--- src/rtl/ram512_arb_pkg.sv ---
// ram512_arb shared types: widths, FSM state, latched command.
// Optional define RAM512_ARB_FIXED_PRIO_EN selects fixed priority.
package ram512_arb_pkg;

  localparam int ADDR_W = 10;
  localparam int DATA_W = 16;

  typedef enum logic {
    IDLE,
    ACCESS
  } state_t;

  typedef logic port_t;

  typedef struct packed {
    port_t             port;
    logic              we;
    logic [ADDR_W-1:0] addr;
    logic [DATA_W-1:0] wdata;
  } cmd_t;

endpackage

--- src/rtl/ram512_arb_if.sv ---
// ram512_arb bus: two request ports plus the RAM512 side.
// slave = arbiter view, master = requester/RAM view.
interface ram512_arb_if;
  import ram512_arb_pkg::*;

  logic              req0;
  logic              req1;
  logic              we0;
  logic              we1;
  logic [ADDR_W-1:0] addr0;
  logic [ADDR_W-1:0] addr1;
  logic [DATA_W-1:0] wdata0;
  logic [DATA_W-1:0] wdata1;
  logic              gnt0;
  logic              gnt1;
  logic              ack0;
  logic              ack1;
  logic [DATA_W-1:0] rdata0;
  logic [DATA_W-1:0] rdata1;
  logic [DATA_W-1:0] ram_in;
  logic              ram_load;
  logic [ADDR_W-1:0] ram_address;
  logic [DATA_W-1:0] ram_out;

  modport slave (
    input  req0, req1, we0, we1,
    input  addr0, addr1, wdata0, wdata1,
    input  ram_out,
    output gnt0, gnt1, ack0, ack1,
    output rdata0, rdata1,
    output ram_in, ram_load, ram_address
  );

  modport master (
    output req0, req1, we0, we1,
    output addr0, addr1, wdata0, wdata1,
    output ram_out,
    input  gnt0, gnt1, ack0, ack1,
    input  rdata0, rdata1,
    input  ram_in, ram_load, ram_address
  );

endinterface

--- src/rtl/ram512_arb_rr.sv ---
// ram512_arb tie-break: round-robin on last_grant, or fixed
// priority to port 0 when RAM512_ARB_FIXED_PRIO_EN is defined.
module ram512_arb_rr
  import ram512_arb_pkg::*;
(
  input  logic  req0,
  input  logic  req1,
  input  port_t last_grant,
  output logic  winner0,
  output logic  winner1
);

`ifdef RAM512_ARB_FIXED_PRIO_EN
  logic unused_lg;
  assign unused_lg = last_grant;
  assign winner0   = req0;
  assign winner1   = req1 & ~req0;
`else
  assign winner0 = req0 & (~req1 | last_grant);
  assign winner1 = req1 & (~req0 | ~last_grant);
`endif

endmodule

--- src/rtl/ram512_arb.sv ---
// ram512_arb: two-port arbiter in front of a RAM512.
// Grant in IDLE, drive RAM in ACCESS, ack the cycle after.
module ram512_arb
  import ram512_arb_pkg::*;
(
  input logic         clk,
  input logic         rst_n,
  ram512_arb_if.slave bus
);

  state_t            state;
  state_t            state_nx;
  cmd_t              cmd;
  port_t             last_grant;
  logic              win0;
  logic              win1;
  logic              gnt0;
  logic              gnt1;
  logic              ack0;
  logic              ack1;
  logic [DATA_W-1:0] rdata0;
  logic [DATA_W-1:0] rdata1;

  ram512_arb_rr u_rr (
    .req0       (bus.req0),
    .req1       (bus.req1),
    .last_grant (last_grant),
    .winner0    (win0),
    .winner1    (win1)
  );

  always_comb begin
    state_nx = state;
    gnt0     = 1'b0;
    gnt1     = 1'b0;
    unique case (state)
      IDLE: begin
        gnt0 = bus.req0 & win0;
        gnt1 = bus.req1 & win1;
        if (gnt0 | gnt1) state_nx = ACCESS;
      end
      ACCESS: state_nx = IDLE;
      default: state_nx = IDLE;
    endcase
  end

  always_ff @(posedge clk or negedge rst_n) begin
    if (!rst_n) begin
      state      <= IDLE;
      cmd        <= '0;
      last_grant <= 1'b1;
      ack0       <= 1'b0;
      ack1       <= 1'b0;
      rdata0     <= '0;
      rdata1     <= '0;
    end else begin
      state <= state_nx;
      ack0  <= (state == ACCESS) && (cmd.port == 1'b0);
      ack1  <= (state == ACCESS) && (cmd.port == 1'b1);
      if (gnt0 | gnt1) begin
        cmd.port   <= gnt1;
        cmd.we     <= gnt1 ? bus.we1 : bus.we0;
        cmd.addr   <= gnt1 ? bus.addr1 : bus.addr0;
        cmd.wdata  <= gnt1 ? bus.wdata1 : bus.wdata0;
        last_grant <= gnt1;
      end
      // read data lands at the edge closing ACCESS
      if (state == ACCESS && !cmd.we) begin
        if (cmd.port) rdata1 <= bus.ram_out;
        else          rdata0 <= bus.ram_out;
      end
    end
  end

  assign bus.gnt0        = gnt0;
  assign bus.gnt1        = gnt1;
  assign bus.ack0        = ack0;
  assign bus.ack1        = ack1;
  assign bus.rdata0      = rdata0;
  assign bus.rdata1      = rdata1;
  assign bus.ram_load    = (state == ACCESS) & cmd.we;
  assign bus.ram_address = cmd.addr;
  assign bus.ram_in      = cmd.wdata;

endmodule

--- src/flat_wrapper.sv ---
// flat-port wrapper written by rule: the top's interface ports become plain ports
module ram512_arb_flat import ram512_arb_pkg::*;
  (clk, rst_n, bus_req0, bus_req1, bus_we0, bus_we1, bus_addr0, bus_addr1, bus_wdata0, bus_wdata1, bus_ram_out, bus_gnt0, bus_gnt1, bus_ack0, bus_ack1, bus_rdata0, bus_rdata1, bus_ram_in, bus_ram_load, bus_ram_address);
  ram512_arb_if bus_i ();
  input logic clk;
  input logic rst_n;
  input wire logic [$bits(bus_i.req0)-1:0] bus_req0;
  input wire logic [$bits(bus_i.req1)-1:0] bus_req1;
  input wire logic [$bits(bus_i.we0)-1:0] bus_we0;
  input wire logic [$bits(bus_i.we1)-1:0] bus_we1;
  input wire logic [$bits(bus_i.addr0)-1:0] bus_addr0;
  input wire logic [$bits(bus_i.addr1)-1:0] bus_addr1;
  input wire logic [$bits(bus_i.wdata0)-1:0] bus_wdata0;
  input wire logic [$bits(bus_i.wdata1)-1:0] bus_wdata1;
  input wire logic [$bits(bus_i.ram_out)-1:0] bus_ram_out;
  output wire logic [$bits(bus_i.gnt0)-1:0] bus_gnt0;
  output wire logic [$bits(bus_i.gnt1)-1:0] bus_gnt1;
  output wire logic [$bits(bus_i.ack0)-1:0] bus_ack0;
  output wire logic [$bits(bus_i.ack1)-1:0] bus_ack1;
  output wire logic [$bits(bus_i.rdata0)-1:0] bus_rdata0;
  output wire logic [$bits(bus_i.rdata1)-1:0] bus_rdata1;
  output wire logic [$bits(bus_i.ram_in)-1:0] bus_ram_in;
  output wire logic [$bits(bus_i.ram_load)-1:0] bus_ram_load;
  output wire logic [$bits(bus_i.ram_address)-1:0] bus_ram_address;
  assign bus_i.req0 = bus_req0;
  assign bus_i.req1 = bus_req1;
  assign bus_i.we0 = bus_we0;
  assign bus_i.we1 = bus_we1;
  assign bus_i.addr0 = bus_addr0;
  assign bus_i.addr1 = bus_addr1;
  assign bus_i.wdata0 = bus_wdata0;
  assign bus_i.wdata1 = bus_wdata1;
  assign bus_i.ram_out = bus_ram_out;
  assign bus_gnt0 = bus_i.gnt0;
  assign bus_gnt1 = bus_i.gnt1;
  assign bus_ack0 = bus_i.ack0;
  assign bus_ack1 = bus_i.ack1;
  assign bus_rdata0 = bus_i.rdata0;
  assign bus_rdata1 = bus_i.rdata1;
  assign bus_ram_in = bus_i.ram_in;
  assign bus_ram_load = bus_i.ram_load;
  assign bus_ram_address = bus_i.ram_address;
  ram512_arb u_core (.clk(clk), .rst_n(rst_n), .bus(bus_i));
endmodule
--- config.mk ---
export PLATFORM = sky130hd
export DESIGN_NAME = ram512_arb_flat
export DESIGN_NICKNAME = d
export VERILOG_FILES = /design/src/rtl/ram512_arb_pkg.sv /design/src/rtl/ram512_arb_if.sv /design/src/rtl/ram512_arb_rr.sv /design/src/rtl/ram512_arb.sv /design/src/flat_wrapper.sv
export SDC_FILE = /design/constraint.sdc
export NUM_CORES = 1
export LEC_CHECK = 0
export CAP_MARGIN = 20
export CORE_MARGIN = 2
export CORE_UTILIZATION = 35
export DETAILED_ROUTE_END_ITERATION = 16
export PLACE_DENSITY = 0.69
export REMOVE_ABC_BUFFERS = 1
export SLEW_MARGIN = 20
export SYNTH_ARGS = -nofsm -noshare
export SYNTH_HDL_FRONTEND = slang
export SYNTH_SLANG_ARGS = --single-unit
--- constraint.sdc ---
create_clock -name clk -period 1.7 [get_ports clk]
set_input_delay 0.51 -clock clk [delete_from_list [all_inputs] [get_ports clk]]
set_output_delay 0.51 -clock clk [all_outputs]
set_load 0.05 [all_outputs]
# Word level (Yosys, flattened, before mapping)
# Index checks and enable logic that the tools add are counted.
# Widths: inputs -> output; s select.
# totals
in_bits	74
register_bits	64
# op_classes
n_reduce_logical	6
mux	7
n_bitwise	14
# ops
op	n
$mux 16	1
$mux 10	1
$and 1x1->1	5
$not 1->1	5
$mux 1	4
$or 1x1->1	4
$reduce_and 2->1	2
$logic_and 1x1->1	3
$pmux 1 s2	1
$logic_not 1->1	1

# Logic depth before layout (Yosys ltp)
# Gate-level depths: netlist of the first run.
# logic_depth
word_depth	7
depth_mapped	5
depth_no_buf	3

# By module
# Synthesis of the first run repeated with hierarchy kept, for this count alone.
# unflattened
cells_unflattened	210
area_unflattened_um2	2917.8
# modules_own_cells
module	seq_area_each_um2	instances	cells_each	area_per_inst_um2
ram512_arb	1602.8	1	207	2899.0
ram512_arb_rr	0.0	1	3	18.8

# Worst setup path before layout of the first run
# OpenSTA, ideal clock, no wires.
# synth_path
path_kind	input to output
startpoint	input port bus_req1
endpoint	output port bus_gnt0
path_buffers	2
slack_ns	-0.859
t_arrival_ns	2.049
path_stages	3
required_time_ns	1.190
cell_sequence	buf_2 buf_2 a211oi_1
# synth_between
elab_chain_cells	5
# synth_lines
element	line_no	rtl
from (decl)	flat_wrapper.sv:8	input wire logic [$bits(bus_i.req1)-1:0] bus_req1;
$not 1->1	ram512_arb_rr.sv:19	assign winner0 = req0 & (~req1 | last_grant);
$or 1x1->1	ram512_arb_rr.sv:19	
$and 1x1->1	ram512_arb_rr.sv:19	
$and 1x1->1	ram512_arb.sv:38	gnt0 = bus.req0 & win0;
$mux 1	ram512_arb.sv:36	unique case (state)
to (decl)	flat_wrapper.sv:16	output wire logic [$bits(bus_i.gnt0)-1:0] bus_gnt0;
# Every way passes these cells.

# Final worst setup path of the first run
# layout_path
startpoint	register u_core.last_grant
endpoint	output port bus_gnt0
# layout_between
elab_chain_cells	4
# layout_lines
element	line_no	rtl
from (decl)	ram512_arb.sv:14	port_t last_grant;
from (signal assigned)	ram512_arb.sv:65	last_grant <= gnt1;
$or 1x1->1	ram512_arb_rr.sv:19	
$and 1x1->1	ram512_arb_rr.sv:19	
$and 1x1->1	ram512_arb.sv:38	
$mux 1	ram512_arb.sv:36	
# Every way passes these cells.

==> flow_summary_export.csv, run 1 <==
group,metric,value,unit
global_route,grtUsageTotal,0.1784,
die,rows,34,
cells_and_area,final_cell_mix,"clkdlybuf4s50_1, buf_12, dfrtp_1, nor2_1",
power,seqPwrFrac,0.284,
power,p_per_area,1790,nW/µm²
cts,cts_hold_buf,0,
sta,finalHoldViolations,0,
sta,fin_ws,-0.1810,ns
die,core,8678,µm²
sta,setup_viol,2,
cts,cts-root-buf,"clkbuf_8",
synthesis,synth-adder-area-share,0,
power,p_int,0.005547,W
detailed_routing,routed_via_density,5.210,
worst_setup_path,cp.required,1.19,ns
detailed_routing,routed_wl,8707,µm
cts,htree_levels,3,
die,fp.dieH,98.50,µm
power,p_leak,2.197,nW
cts,clk_pin_slew,0.07,ns
synthesis,netlist_area,3125,µm²
cells_and_area,final_common_cell,"clkdlybuf4s50_1",
global_route,grt_overflow,0,
synthesis,synth_compound_gate_area_share,0.1825,
worst_setup_path,cp_max_fo,2,
power,peakVddDrop,678.2,µV
detailed_routing,num_vias,2584,
synthesis,synthSimpleGateAreaFrac,0.05164,
global_route,grt_pass1_wl,13610,µm
worst_setup_path,cp-end-kind,"output port",
die,die_w,98.50,µm
placement,post-place-ws,-0.3727,ns
worst_setup_path,cpMaxStageDelayCell,"dfstp_2",
sta,fin_tns_setup,-0.2625,ns
outcome,violations,"setup timing",
detailed_routing,wl_per_cell,17.55,µm
hold_path,min_path_type,"input port to async pin",
placement,place_area,5070,µm²
sta,whs,0.1156,ns
cts,cts_tree,"done",
cells_and_area,finalInstanceArea,5271,µm²
die,start_util,0.3601,
synthesis,ys_seq_area_frac,0.5128,
cells_and_area,nets,456,
placement,gp_congestion,0.7488,
sta,max_slew.worst_pin.slew,0.4484,ns
synthesis,netlist_instances,272,
sta,rsz0062_at_grt,"true",
power,power_frac_comb,0.582,
die,io_pins,137,
detailed_routing,drtIter0Drc,97,
sta,fin_crit_sh,1.106,
global_route,grt_pass1_vias,2640,
placement,portBuffers,136,
sta,slew_violations,0,
cts,cts_made_buffers,9,
job,maxCapViolCount,0,
worst_setup_path,critical_path_class,"register to output port",
synthesis,synth_cell_types,25,
global_route,grt_max_degree,40,
cells_and_area,fillCellCount,721,
placement,place_hpwl,6202,µm
detailed_routing,dr.pass1.iters,4,
synthesis,synth_xor_area_frac,0,
sta,fmax,0.5316,GHz
sta,fin_skew,0.006397,ns
synthesis,ys_ff_latch,64,
cells_and_area,drive_above_1_share,0.3540,
sta,fin_crit,1.881,ns
detailed_routing,ant_nets,0,
worst_setup_path,slowest_delay,0.53,ns
worst_setup_path,arrival,1.37,ns
synthesis,ys_warn_count,0,
power,switching_share,0.4122,
detailed_routing,drc,0,
global_route,antenna_found_initial,1,
cts,insertion_delay,0.33,ns
synthesis,synth.area.mux_share,0.1393,
power,power.switching,0.003890,W
synthesis,synth_top_family_by_area,"compound AO/OA/AOI/OAI gates",
cts,clk_path_buf_depth,2,
power,power,0.009437,W
cts,cts_sinks,64,
power,clkPwrFrac,0.134,
synthesis,syn_area_per_cell,11.49,µm²
die,die-area,9702,µm²
outcome,status,"finished, violations left",
cells_and_area,syn_to_final_growth,68.66,%
worst_setup_path,startpoint_type,"register",
worst_setup_path,crit_chain,"inv_2, a211oi_2, buf_4, buf_12",
sta,max_slew_margin,0.7011,
-- flip-flops by register name (all words and copies together), names as in the netlist, 2 cells and up --
| register | cells |
|---|---|
| u_core.bus.ram_in | 16 |
| u_core.bus.rdata0 | 16 |
| u_core.bus.rdata1 | 16 |
| u_core.bus.ram_address | 10 |
| u_core.cmd | 2 |
-- what timing repair did --
action / in CTS / in global routing
gates resized for setup: 6 / 1
setup endpoints to repair: 2 / 2
pin swaps: 1 / 0
setup buffers: 0 / 0
-- cell families after synthesis --
| logic type | after synthesis |
|---|---|
| AO/OA/AOI/OAI | 85 |
| buffers and inverters | 56 |
| flip-flops | 64 |
| multiplexers | 32 |
| AND/OR/NAND/NOR | 35 |
-- stage by stage --
step,instances,utilization
detailed placement,479,0.5842
CTS,495,0.6065
global route,496,0.6074
global placement,479,0.5842
floorplan,220,-
finish,496,0.6074
-- synth_stat cells (all sizes together) --
master | instances | area, µm²
nor2 | 29 | 108.9
nor3 | 1 | 16.27
o2111ai | 27 | 236.5
o21ba | 1 | 10.01
a31oi | 27 | 168.9
mux2 | 32 | 435.4
a211oi | 1 | 7.510
dfstp | 1 | 26.28
o22ai | 2 | 12.51
dfrtp | 63 | 1577
buf | 41 | 299.0
o21ai | 27 | 135.1
nand2b | 2 | 15.02
and2 | 3 | 21.27
inv | 4 | 15.02
clkbuf | 11 | 41.29
-- layout make-up --
cell class,count,area (µm²),share of cell area
diodes,1,2.502,0.0004747
clock buffers,10,127.6,0.02421
clock inverters,6,60.06,0.01139
inverters,4,15.01,0.002848
multi-input cells,152,1180,0.2238
flip-flops and latches,64,1604,0.3043
well taps,108,135.1,0.02563
repair buffers,151,2147,0.4073
-- final timing paths --
path                                          startpoint                                 to  slack (ns)  depth (start not counted)
setup / recovery           u_core.last_grant$_DFFE_PN1P_                           bus_gnt0       -0.18                          4
hold reg to reg               u_core.cmd[27]$_DFFE_PN0P_          u_core.bus.ack0$_DFF_PN0_        0.55                          1
min in group clk              u_core.cmd[27]$_DFFE_PN0P_          u_core.bus.ack0$_DFF_PN0_        0.55                          1
setup reg to reg           u_core.last_grant$_DFFE_PN1P_  u_core.bus.ram_in[14]$_DFFE_PN0P_        0.25                          4
max in group asynchronous                          rst_n  u_core.bus.rdata1[14]$_DFFE_PN0P_        1.04                          2
hold / removal                                     rst_n         u_core.cmd[26]$_DFFE_PN0P_        0.12                          1
-- power by group through the flow --
stage,clock [W],combinational (W),sequential [W]
global route,0.00136,0.00567,0.00275
floorplan,0,0.000870,0.00426
CTS,0.00130,0.00554,0.00269
detailed placement,0,0.00553,0.00272
global placement,0,0.00548,0.00268
finish,0.00126,0.00549,0.00268
-- critical path, delay by kind of cell, from the launching register on --
family                 cells  cell delay (ns)
AOI/OAI and AO/OA          1             0.19
buffers and inverters      3             0.32
DFF                        1             0.53
-- per-layer routing --
layer / GRT usage / vias to the layer above / wire length, µm
met4: 0.06322 / 0 / 104
met2: 0.3004 / 123 / 4219
met5: 0 / - / 0
li1: - / 1199 / -
met3: 0.05957 / 11 / 710
met1: 0.2140 / 1251 / 3672
Power figures use the tool's default switching activity.
==> run 2: changes to the inputs <==
CTS_BUF_LIST = sky130_fd_sc_hd__clkbuf_8   (was not set)
clock period = 2.3 ns   (was 1.7 ns; I/O delays follow)
==> run 2 against run 1 <==
Effect of this change: the flow now finishes without violations; non-clock buffer count decreased by 4; largest power group unchanged; die area unchanged; largest cell class is now sequential cells; sequential cell count stayed put; critical path depth fell by 3; design area decreased by 11%; routed wire length shrank 7.4%; clock skew up 0.0015 ns; clock-buffer cell count unchanged; clock power fell by 5%; final cell count shrank 0.81%; sequential share of layout area grew 3.9 points; total power is 35% lower.
==> flow_summary_export.csv, run 2 (synthesis results as in run 1) <==
group,metric,value,unit
outcome,status,"completed",
detailed_routing,drc,0,
hold_path,min_path_type,"input port to async pin",
detailed_routing,num_vias,2539,
worst_setup_path,cp-end-kind,"output port",
sta,fin_tns_setup,0,ns
placement,place_area,4402,µm²
worst_setup_path,critical_path_class,"register to output port",
cts,htree_levels,3,
placement,dp_cells,475,
global_route,grtUsageTotal,0.1740,
sta,max_slew.worst_pin.slew,0.5471,ns
sta,fin_crit_sh,0.9706,
cts,insertion_delay,0.34,ns
global_route,grt_pass1_wl,13400,µm
cts,clk_pin_slew,0.08,ns
worst_setup_path,r2r_start,"u_core.cmd[27]$_DFFE_PN0P_",
worst_setup_path,crit_buf_inv,1,
cells_and_area,final_common_cell,"clkdlybuf4s50_1",
cells_and_area,syn_to_final_growth,49.32,%
worst_setup_path,cp_max_fo,2,
worst_setup_path,path_depth,1,
global_route,grt_overflow,0,
cts,cts_setup_buffers,0,
worst_setup_path,ff2ff_path_depth,3,
sta,slew_violations,0,
cells_and_area,final_cell_mix,"clkdlybuf4s50_1, dfrtp_1, nor2_1",
detailed_routing,routed_via_density,5.161,
cells_and_area,drive_above_1_share,0.1880,
placement,portBuffers,136,
cts,cts_made_buffers,9,
detailed_routing,ant_nets,0,
job,maxCapViolCount,0,
cts,cts_tree,"done",
worst_setup_path,startpoint_type,"register",
worst_setup_path,cp.required,1.61,ns
placement,place_hpwl,5586,µm
sta,fin_skew,0.007921,ns
detailed_routing,drtIter0Drc,102,
sta,finalHoldViolations,0,
cells_and_area,nets,452,
power,p_per_area,1319,nW/µm²
sta,rsz0062_at_grt,"false",
sta,fmax,0.4479,GHz
die,die_w,98.50,µm
power,p_leak,1.867,nW
worst_setup_path,arrival,1.54,ns
worst_setup_path,crit_family,"buffers and inverters",
detailed_routing,routed_wl,8059,µm
sta,fin_crit,2.232,ns
worst_setup_path,reg2reg_to,"u_core.bus.rdata1[15]$_DFFE_PN0P_",
cts,cts-root-buf,"clkbuf_8",
cells_and_area,finalInstanceArea,4667,µm²
worst_setup_path,crit_chain,"clkdlybuf4s50_1",
cells_and_area,layout.cells.non_filler,492,
cts,clk_path_buf_depth,2,
placement,gp_congestion,0.7156,
power,peakVddDrop,496.5,µV
worst_setup_path,cpMaxStageDelayCell,"clkdlybuf4s50_1",
worst_setup_path,crit_end,"bus_rdata1[6]",
detailed_routing,wl_per_cell,16.38,µm
worst_setup_path,slowest_delay,0.82,ns
die,core,8678,µm²
worst_setup_path,cp-startpoint,"u_core.bus.rdata1[6]$_DFFE_PN0P_",
detailed_routing,dr.pass1.iters,5,
sta,max_slew_margin,0.6342,
global_route,antenna_found_initial,1,
die,rows,34,
worst_setup_path,ff2ff_setup_slack,0.77,ns
cts,cts_sinks,64,
sta,setup_viol,0,
die,die-area,9702,µm²
die,fp.dieH,98.50,µm
global_route,grt_pass1_vias,2586,
die,start_util,0.3601,
global_route,grt_max_degree,58,
die,io_pins,137,
-- run 2: changes by cell type in the layout (fill, tap and decap cells not counted) --
cell,change
buf_12,-63
dfrtp_2,-1
clkinvlp_4,-1
buf_4,-1
dfrtp_1,+1
clkbuf_8,+1
inv_6,+1
clkdlybuf4s50_1,+60
clkbuf_1,-1
bufinv_16,+2
clkinv_4,+1
inv_2,-1
inv_1,+1
clkinv_2,-3
-- run 2: repair_timing --
action	CTS	global route
setup endpoints to repair	2	0
hold buffers	0	0
gates resized for setup	5	0
-- run 2: where the power goes --
group / total (W) / switching [W] / internal [W]
registers: 0.00176 / 0.000226 / 0.00153
clock network: 0.00120 / 0.000446 / 0.000755
logic: 0.00320 / 0.00198 / 0.00122
-- run 2: worst min path at each step --
stage / start / end / slack [ns] / depth (start not counted)
final: rst_n / u_core.bus.rdata0[0]$_DFFE_PN0P_ / 0.29 / 1
after global routing: rst_n / u_core.bus.rdata1[1]$_DFFE_PN0P_ / 0.30 / 1
after CTS: rst_n / u_core.bus.rdata0[0]$_DFFE_PN0P_ / 0.29 / 1
after detailed placement: u_core.bus.rdata1[15]$_DFFE_PN0P_ / u_core.bus.rdata1[15]$_DFFE_PN0P_ / 0.49 / 1
after global placement: u_core.bus.rdata1[3]$_DFFE_PN0P_ / u_core.bus.rdata1[3]$_DFFE_PN0P_ / 0.49 / 1
after floorplan: rst_n / u_core.bus.ack0$_DFF_PN0_ / 0.39 / 0
-- run 2: area by class of cell --
cell class                 instances  area [µm²]
clock buffer                      10       137.6
tap                              108       135.1
multi-input combinational        152        1180
timing repair buffer             147        1479
antenna                            1       2.502
inverter                           4       15.01
fill                             771        4011
sequential                        64        1603
clock inverter                     6       115.1
-- run 2: layer usage --
layer  track usage  up-vias  part of all wire
met5             0        -                 0
met1        0.2290     1187              0.42
met2        0.2690      144              0.46
met3       0.06596       12              0.10
li1              -     1196                 -
met4       0.05163        0             0.016
-- run 2: stage by stage --
step	hold slack (ns)	total power, W	setup WS (ns)	util
floorplan	0.3944	0.003791	-0.4306	-
global placement	0.4865	0.004939	-0.1516	0.5072
detailed placement	0.4937	0.004982	-0.1744	0.5072
CTS	0.2880	0.006213	0.05462	0.5375
global route	0.3006	0.006446	0.01198	0.5378
finish	0.2883	0.006154	0.06753	0.5378
